<file path="src/rtl/controle_interrupcao_pkg.sv">
// controle_interrupcao_pkg: shared state encoding and id sizing for the interrupt controller
package controle_interrupcao_pkg;
  typedef enum logic [1:0] {
    OCIOSO  = 2'd0,
    DESVIO  = 2'd1,
    EM_ISR  = 2'd2,
    RETORNO = 2'd3
  } estado_t;
  localparam int ID_NENHUMA = 0;
  function automatic int id_width(input int num_irq);
    return $clog2(num_irq + 1);
  endfunction
endpackage

</file>
<file path="src/rtl/controle_interrupcao_codificador_prioridade.sv">
// codificador_prioridade: fixed-priority encoder, lowest set index wins
module codificador_prioridade
  import controle_interrupcao_pkg::*;
#(
  parameter int NUM_IRQ = 4,
  parameter int ID_W    = 3
) (
  input  logic [NUM_IRQ-1:0] pedidos,
  output logic               valido,
  output logic [ID_W-1:0]    indice,
  output logic [NUM_IRQ-1:0] mascara
);
  always_comb begin
    valido  = |pedidos;
    indice  = ID_W'(ID_NENHUMA);
    mascara = '0;
    for (int i = NUM_IRQ - 1; i >= 0; i--) begin
      if (pedidos[i]) begin
        indice     = ID_W'(i);
        mascara    = '0;
        mascara[i] = 1'b1;
      end
    end
  end
endmodule

</file>
<file path="src/rtl/controle_interrupcao.sv">
// controle_interrupcao: edge-latched, fixed-priority, single-level interrupt controller
module controle_interrupcao
  import controle_interrupcao_pkg::*;
#(
  parameter int                  DATA_WIDTH = 32,
  parameter int                  ADDR_WIDTH = 13,
  parameter int                  NUM_IRQ    = 4,
  parameter logic [ADDR_WIDTH-1:0] ISR_BASE = 'h0010
) (
  input  logic                  clock,
  input  logic                  reset,
  input  logic [NUM_IRQ-1:0]    irq,
  input  logic                  habilita_int,
  input  logic                  instr_fim,
  input  logic [ADDR_WIDTH-1:0] valor_pc,
  input  logic                  reti,
  output logic                  desvio_isr,
  output logic [ADDR_WIDTH-1:0] endereco_isr,
  output logic [ADDR_WIDTH-1:0] pc_interrup,
  output logic [DATA_WIDTH-1:0] qual_interrupcao,
  output logic                  em_interrupcao,
  output logic                  retorno,
  output logic [NUM_IRQ-1:0]    pendentes
);
  localparam int ID_W = id_width(NUM_IRQ);
  estado_t               estado_q, estado_d;
  logic [NUM_IRQ-1:0]    pend_q, pend_d;
  logic [NUM_IRQ-1:0]    irq_ant_q;
  logic [ADDR_WIDTH-1:0] pc_q, pc_d;
  logic [ID_W-1:0]       qual_q, qual_d;
  logic                  valido, aceita;
  logic [ID_W-1:0]       indice;
  logic [NUM_IRQ-1:0]    mascara, limpa;
  codificador_prioridade #(.NUM_IRQ(NUM_IRQ), .ID_W(ID_W)) u_prio (
    .pedidos(pend_q),
    .valido (valido),
    .indice (indice),
    .mascara(mascara)
  );
  // arbitration uses registered pending bits, so irq never reaches outputs combinationally
  always_comb begin
    aceita   = (estado_q == OCIOSO) && habilita_int && instr_fim && valido;
    limpa    = aceita ? mascara : '0;
    pend_d   = (pend_q & ~limpa) | (irq & ~irq_ant_q);
    pc_d     = aceita ? valor_pc : pc_q;
    qual_d   = aceita ? indice + ID_W'(1) : (estado_q == RETORNO) ? ID_W'(ID_NENHUMA) : qual_q;
    estado_d = estado_q;
    case (estado_q)
      OCIOSO:  estado_d = aceita ? DESVIO : OCIOSO;
      DESVIO:  estado_d = EM_ISR;
      EM_ISR:  estado_d = reti ? RETORNO : EM_ISR;
      RETORNO: estado_d = OCIOSO;
      default: estado_d = OCIOSO;
    endcase
  end
  always_ff @(posedge clock) begin
    if (reset) begin
      estado_q  <= OCIOSO;
      pend_q    <= '0;
      irq_ant_q <= '0;
      pc_q      <= '0;
      qual_q    <= '0;
    end else begin
      estado_q  <= estado_d;
      pend_q    <= pend_d;
      irq_ant_q <= irq;
      pc_q      <= pc_d;
      qual_q    <= qual_d;
    end
  end
  assign desvio_isr       = estado_q == DESVIO;
  assign retorno          = estado_q == RETORNO;
  assign em_interrupcao   = estado_q != OCIOSO;
  assign endereco_isr     = ISR_BASE;
  assign pc_interrup      = pc_q;
  assign qual_interrupcao = DATA_WIDTH'(qual_q);
  assign pendentes        = pend_q;
endmodule

</file>
<file path="config.mk">
export PLATFORM = sky130hd
export DESIGN_NAME = controle_interrupcao
export DESIGN_NICKNAME = d
export VERILOG_FILES = /design/src/rtl/controle_interrupcao_pkg.sv /design/src/rtl/controle_interrupcao_codificador_prioridade.sv /design/src/rtl/controle_interrupcao.sv
export SDC_FILE = /design/constraint.sdc
export NUM_CORES = 1
export LEC_CHECK = 0
export BUFFER_PORTS_ARGS = -buffer_cell sky130_fd_sc_hd__buf_2
export CELL_PAD_IN_SITES_DETAIL_PLACEMENT = 2
export CELL_PAD_IN_SITES_GLOBAL_PLACEMENT = 2
export CORE_MARGIN = 2
export CORE_UTILIZATION = 23
export DETAILED_ROUTE_END_ITERATION = 16
export GPL_ROUTABILITY_DRIVEN = 0
export PLACE_DENSITY_LB_ADDON = 0.25
export SLEW_MARGIN = 5
export SYNTH_ARGS = -nofsm -noshare
export SYNTH_HDL_FRONTEND = slang
export SYNTH_SLANG_ARGS = --single-unit
</file>
<file path="constraint.sdc">
create_clock -name clock -period 2.05 [get_ports clock]
set_clock_uncertainty 0.05 [all_clocks]
set_input_delay 0.41 -clock clock [delete_from_list [all_inputs] [get_ports clock]]
set_output_delay 0.41 -clock clock [all_outputs]
set_load 0.01 [all_outputs]
</file>
## Word-level counts from Yosys, hierarchy flattened

Cells that the tools add are included.

- Register bits: 26
- Input bits: 22
- Output and inout bits: 65
- Logic and storage cells: 35

- $add $sub $neg: 1
- Equal/unequal tests: 3
- Mux-type cells: 14
- Bitwise gates (word level): 5
- Reduce and logical (&&, ||, !) cells: 7

Operator list:

| operator | number |
|---|---|
| $mux 4 | 5 |
| $and 4x4->4 | 2 |
| $mux 2 | 4 |
| $not 4->4 | 2 |
| $pmux 2 s4 | 1 |
| $mux 3 | 2 |
| $eq 2x2->1 const B | 2 |
| $or 4x4->4 | 1 |
| $reduce_bool 2->1 | 2 |
| $reduce_or 4->1 | 1 |
| $add 3x1->3 const B | 1 |
| $logic_and 1x1->1 | 3 |
| $eq 2x1->1 const B | 1 |
| $logic_not 2->1 | 1 |
| $mux 1 | 2 |

## Depth between registers and ports, before layout

- Depth in word-level cells: 8
- Mapped depth: 8

## Cells and area by module

A second synthesis with hierarchy kept.

- Cells, all modules: 169
- Area, all modules: 1393.8 sq um

Modules (own cells, without submodules):

| module | times used | cells each | area each (sq um) |
|---|---|---|---|
| controle_interrupcao | 1 | 156 | 1321.3 |
| codificador_prioridade | 1 | 13 | 72.6 |

## Worst setup path after synthesis

OpenSTA, ideal clock, no wires.

- Path type: flip-flop to flip-flop
- From: register pend_q[1], in the netlist pendentes[1]
- To: register pc_q[12], in the netlist pc_interrup[12]
- Arrival: 1396 ps
- Data required time: 1861 ps
- Slack: 465 ps
- Stages on the path, launching flop included: 7
- Path buffers: 2
- Cells stage by stage: dfxtp_1 > or4_4 > nor2b_4 > buf_6 > buf_8 > nand2_2 > a21oi_2

- Longest elaborated chain between the ends: 2

Ends and longest elaborated chain:

| item | RTL line | RTL |
|---|---|---|
| start, declared | controle_interrupcao.sv:27 | `logic [NUM_IRQ-1:0] pend_q, pend_d;` |
| start signal, assigned | controle_interrupcao.sv:65 | `pend_q <= pend_d;` |
| $reduce_or 4->1 | controle_interrupcao_codificador_prioridade.sv:14 | `valido = \|pedidos;` |
| $logic_and 1x1->1 | controle_interrupcao.sv:42 | `aceita = (estado_q == OCIOSO) && habilita_int && instr_fim && valido;` |
| end signal, assigned | controle_interrupcao.sv:67 | `pc_q <= pc_d;` |
| end, declared | controle_interrupcao.sv:29 | `logic [ADDR_WIDTH-1:0] pc_q, pc_d;` |

No other way between the ends.
A chain may end at the register's enable or synchronous reset.

## Final worst setup path

- From: register estado_q[0]
- To: register qual_q[2]

- Longest elaborated chain between the ends: 5
- Elaborated cells on any way between the ends: 7
- Classes of those cells: 1 x eq/ne; 1 x mux; 5 x reduce/logical

Ends and longest elaborated chain:

| item | RTL line | RTL |
|---|---|---|
| start, declared | controle_interrupcao.sv:26 | `estado_t estado_q, estado_d;` |
| start signal, assigned | controle_interrupcao.sv:64 | `estado_q <= estado_d;` |
| $logic_not 2->1 | controle_interrupcao.sv:42 |  |
| $logic_and 1x1->1 (3 in series) | controle_interrupcao.sv:42 |  |
| $mux 3 / $reduce_bool 2->1 (equally long branches) | - |  |
| end signal, assigned | controle_interrupcao.sv:68 | `qual_q <= qual_d;` |
| end, declared | controle_interrupcao.sv:30 | `logic [ID_W-1:0] qual_q, qual_d;` |

Parallel ways exist; a longest one is shown, timed or not.

==> out/qor.txt <==
outcome = finished clean
Crit Path Class = reg -> reg
synthesized area = 1479 um^2
setup TNS = 0 ns
H-tree depth = 1
RSZ-0062 raised after global routing = false
maximum VDD drop = 0.2243 mV
Worst Setup End Kind = register
pwr dens = 672.7 nW/um^2
Max Cap Viol = 0
Buf+Inv Stages, Crit Path = 1
CTS sink cnt = 26
placed cells = 280
Clock Latency Late Sink = 0.27 ns
Hold Slack = 0.2897 ns
Mapped Cells = 165
Detail Route Antenna Nets = 0
# fillers = 753
Die X = 84.19 um
Detailed Route WL = 3119 um
Core Area = 6277 um^2
Util after Layout = 0.2625
initial antenna violation count = 0
leading area contributor after synthesis = dfxtp_1
vias in the first global route = 1,082
Synth area leaders = dfxtp_1, buf_4, nand2_2, a21oi_2, ha_1
critical path fanouts, max = 16
mean post-synth cell area = 8.963 um^2
NumNets Final = 236
cell at the root of the clock tree = clkbuf_8
drt first pass iters = 2
WP data arrival = 1.96 ns
First DRT Iteration DRCs = 23
P&R area growth vs syn = 11.42%
Startpoint Class = register
Primary FF master, synth = dfxtp_1
Initial Utilization = 0.2356
Yosys cell types = 24
postcts setup bufs = 0
Total GRT Usage = 0.09052
num ports = 87
Yosys top cell area share = 0.3519
Max Root-Sink Buffers = 2
Final Hold Fails = 0
area occupied by multi-input gates = 709.4 um^2
CP peak stage delay = 0.46 ns
CTS resizes = 0
die area = 7087 um^2
Post-DP HPWL = 2446 um
WL/cell = 10.98 um
slowest CP cell = nand2b_2
DR vias = 1,058
via/cell ratio = 3.725
ant diodes = 0
CP required = 2.21 ns
DRC = 0
crit share post-route = 0.8798
clock period minus final worst setup slack = 1.804 ns
IO buf count = 44
Max Fclk = 0.5544 GHz
grt ovf = 0
Post-synth EDFFs = 0
CTS Hold Buffers Added = 0
Die Height = 84.19 um
largest net degree at the start of global routing = 19
worst min path class = in -> reg
cell row count = 29
crit-path cells = inv_1 -> ha_1 -> nand3_1 -> nand2b_2 -> nand3b_1 -> a21oi_2
# setup viols final = 0
global-route wire length before repair = 5154 um
register area share after synthesis = 0.3519
leakage = 0.7832 nW
Finished Layout Cells = 284
FF+latch area = 520.5 um^2
number of CTS-inserted buffers = 3
Yosys Warn Count = 0
share of cells above drive strength 1 = 0.4058
max-slew violation count = 0
ys async rst share = 0
CTS tree = done
post-synthesis register bit count = 26
clock slew at reported path FFs = 0.09 ns
cell family with the largest share of critical-path delay = simple AND/OR/NAND/NOR gates
## routing by layer
metal  part of all wire  up-vias  wire, um  GRT usage
met4              0.018        0        57    0.03959
met5                  0        -         0          0
met3              0.075        5       233    0.01672
li1                   -      519         -          -
met2               0.49       46      1518     0.1501
met1               0.42      488      1310     0.1146
## report_power, final
| part | switching [mW] | leakage [nW] | total (mW) | internal, mW |
|---|---|---|---|---|
| Sequential | 0.0227 | 0.213 | 0.557 | 0.535 |
| Combinational | 0.135 | 0.541 | 0.217 | 0.0816 |
| Clock | 0.163 | 0.0288 | 0.335 | 0.172 |
## cell usage in the layout (no fill, tap or decap), types with 2 or more instances in the layout
cell type	synthesis	routed
nand2_2	20	20
inv_1	5	5
nor2_1	6	6
clkbuf_8	0	4
o21ai_0	4	4
a21oi_2	11	11
nand3b_1	3	3
buf_2	0	44
conb_1	2	42
nand2b_1	2	2
nor2b_1	7	7
nand2_1	9	9
ha_1	6	6
a21oi_1	10	10
dfxtp_1	26	26
## worst paths after layout
check                                        startpoint                 endpoint  slack (ns)  cells past startpoint
worst max register to register   estado_q[0]$_SDFF_PP0_   qual_q[2]$_SDFFE_PP0P_        0.25                      6
worst min register to register  irq_ant_q[3]$_SDFF_PP0_  pendentes[3]$_SDFF_PP0_        0.37                      1
worst min-delay path                             irq[3]  irq_ant_q[3]$_SDFF_PP0_        0.29                      3
worst max-delay path             estado_q[0]$_SDFF_PP0_   qual_q[2]$_SDFFE_PP0P_        0.25                      6
## sequential cells by signal (all words and copies together), names as in the netlist
name	cells
qual_q	3
pc_interrup	13
irq_ant_q	4
estado_q	2
pendentes	4
## logic make-up after synthesis
kind of cell    Yosys count  share of synthesized area
other cells               2                   0.005078
flops                    26                     0.3519
buf+inv                  53                     0.2699
simple gates             53                     0.2098
compound gates           25                     0.1125
fa+ha+maj                 6                    0.05076
## stage by stage
stage	instance area, um^2	power [mW]	setup slack (ns)
3_5_place_dp	1593	0.7917	0.2212
2_1_floorplan	1629	0.7828	0.4650
3_3_place_gp	1593	0.7854	0.3559
6_report	1648	1.108	0.2464
4_1_cts	1648	1.134	0.1863
5_1_grt	1648	1.185	0.03161
## cells in the mapped netlist, drive strengths merged (2+ instances only)
cell	n
nand3b	3
conb	2
nand2	29
dfxtp	26
a21oi	21
ha	6
clkbuf	2
o21ai	4
nand2b	3
nor2	6
buf	46
nor2b	8
inv	5
## worst min-delay path: cells and delay by family
kind / cells / cell delay [ns]
and+or+nand+nor: 1 / 0.06
buffers and inverters: 2 / 0.12
## layout make-up
type,count,share of cell area
Sequential cell,26,0.3159
Clock buffer,4,0.03341
Multi-Input combinational cell,126,0.4305
Timing Repair Buffer,46,0.1503
Tap cell,77,0.05847
Inverter,5,0.01139
No activity file was read; power rests on OpenSTA's default activity.
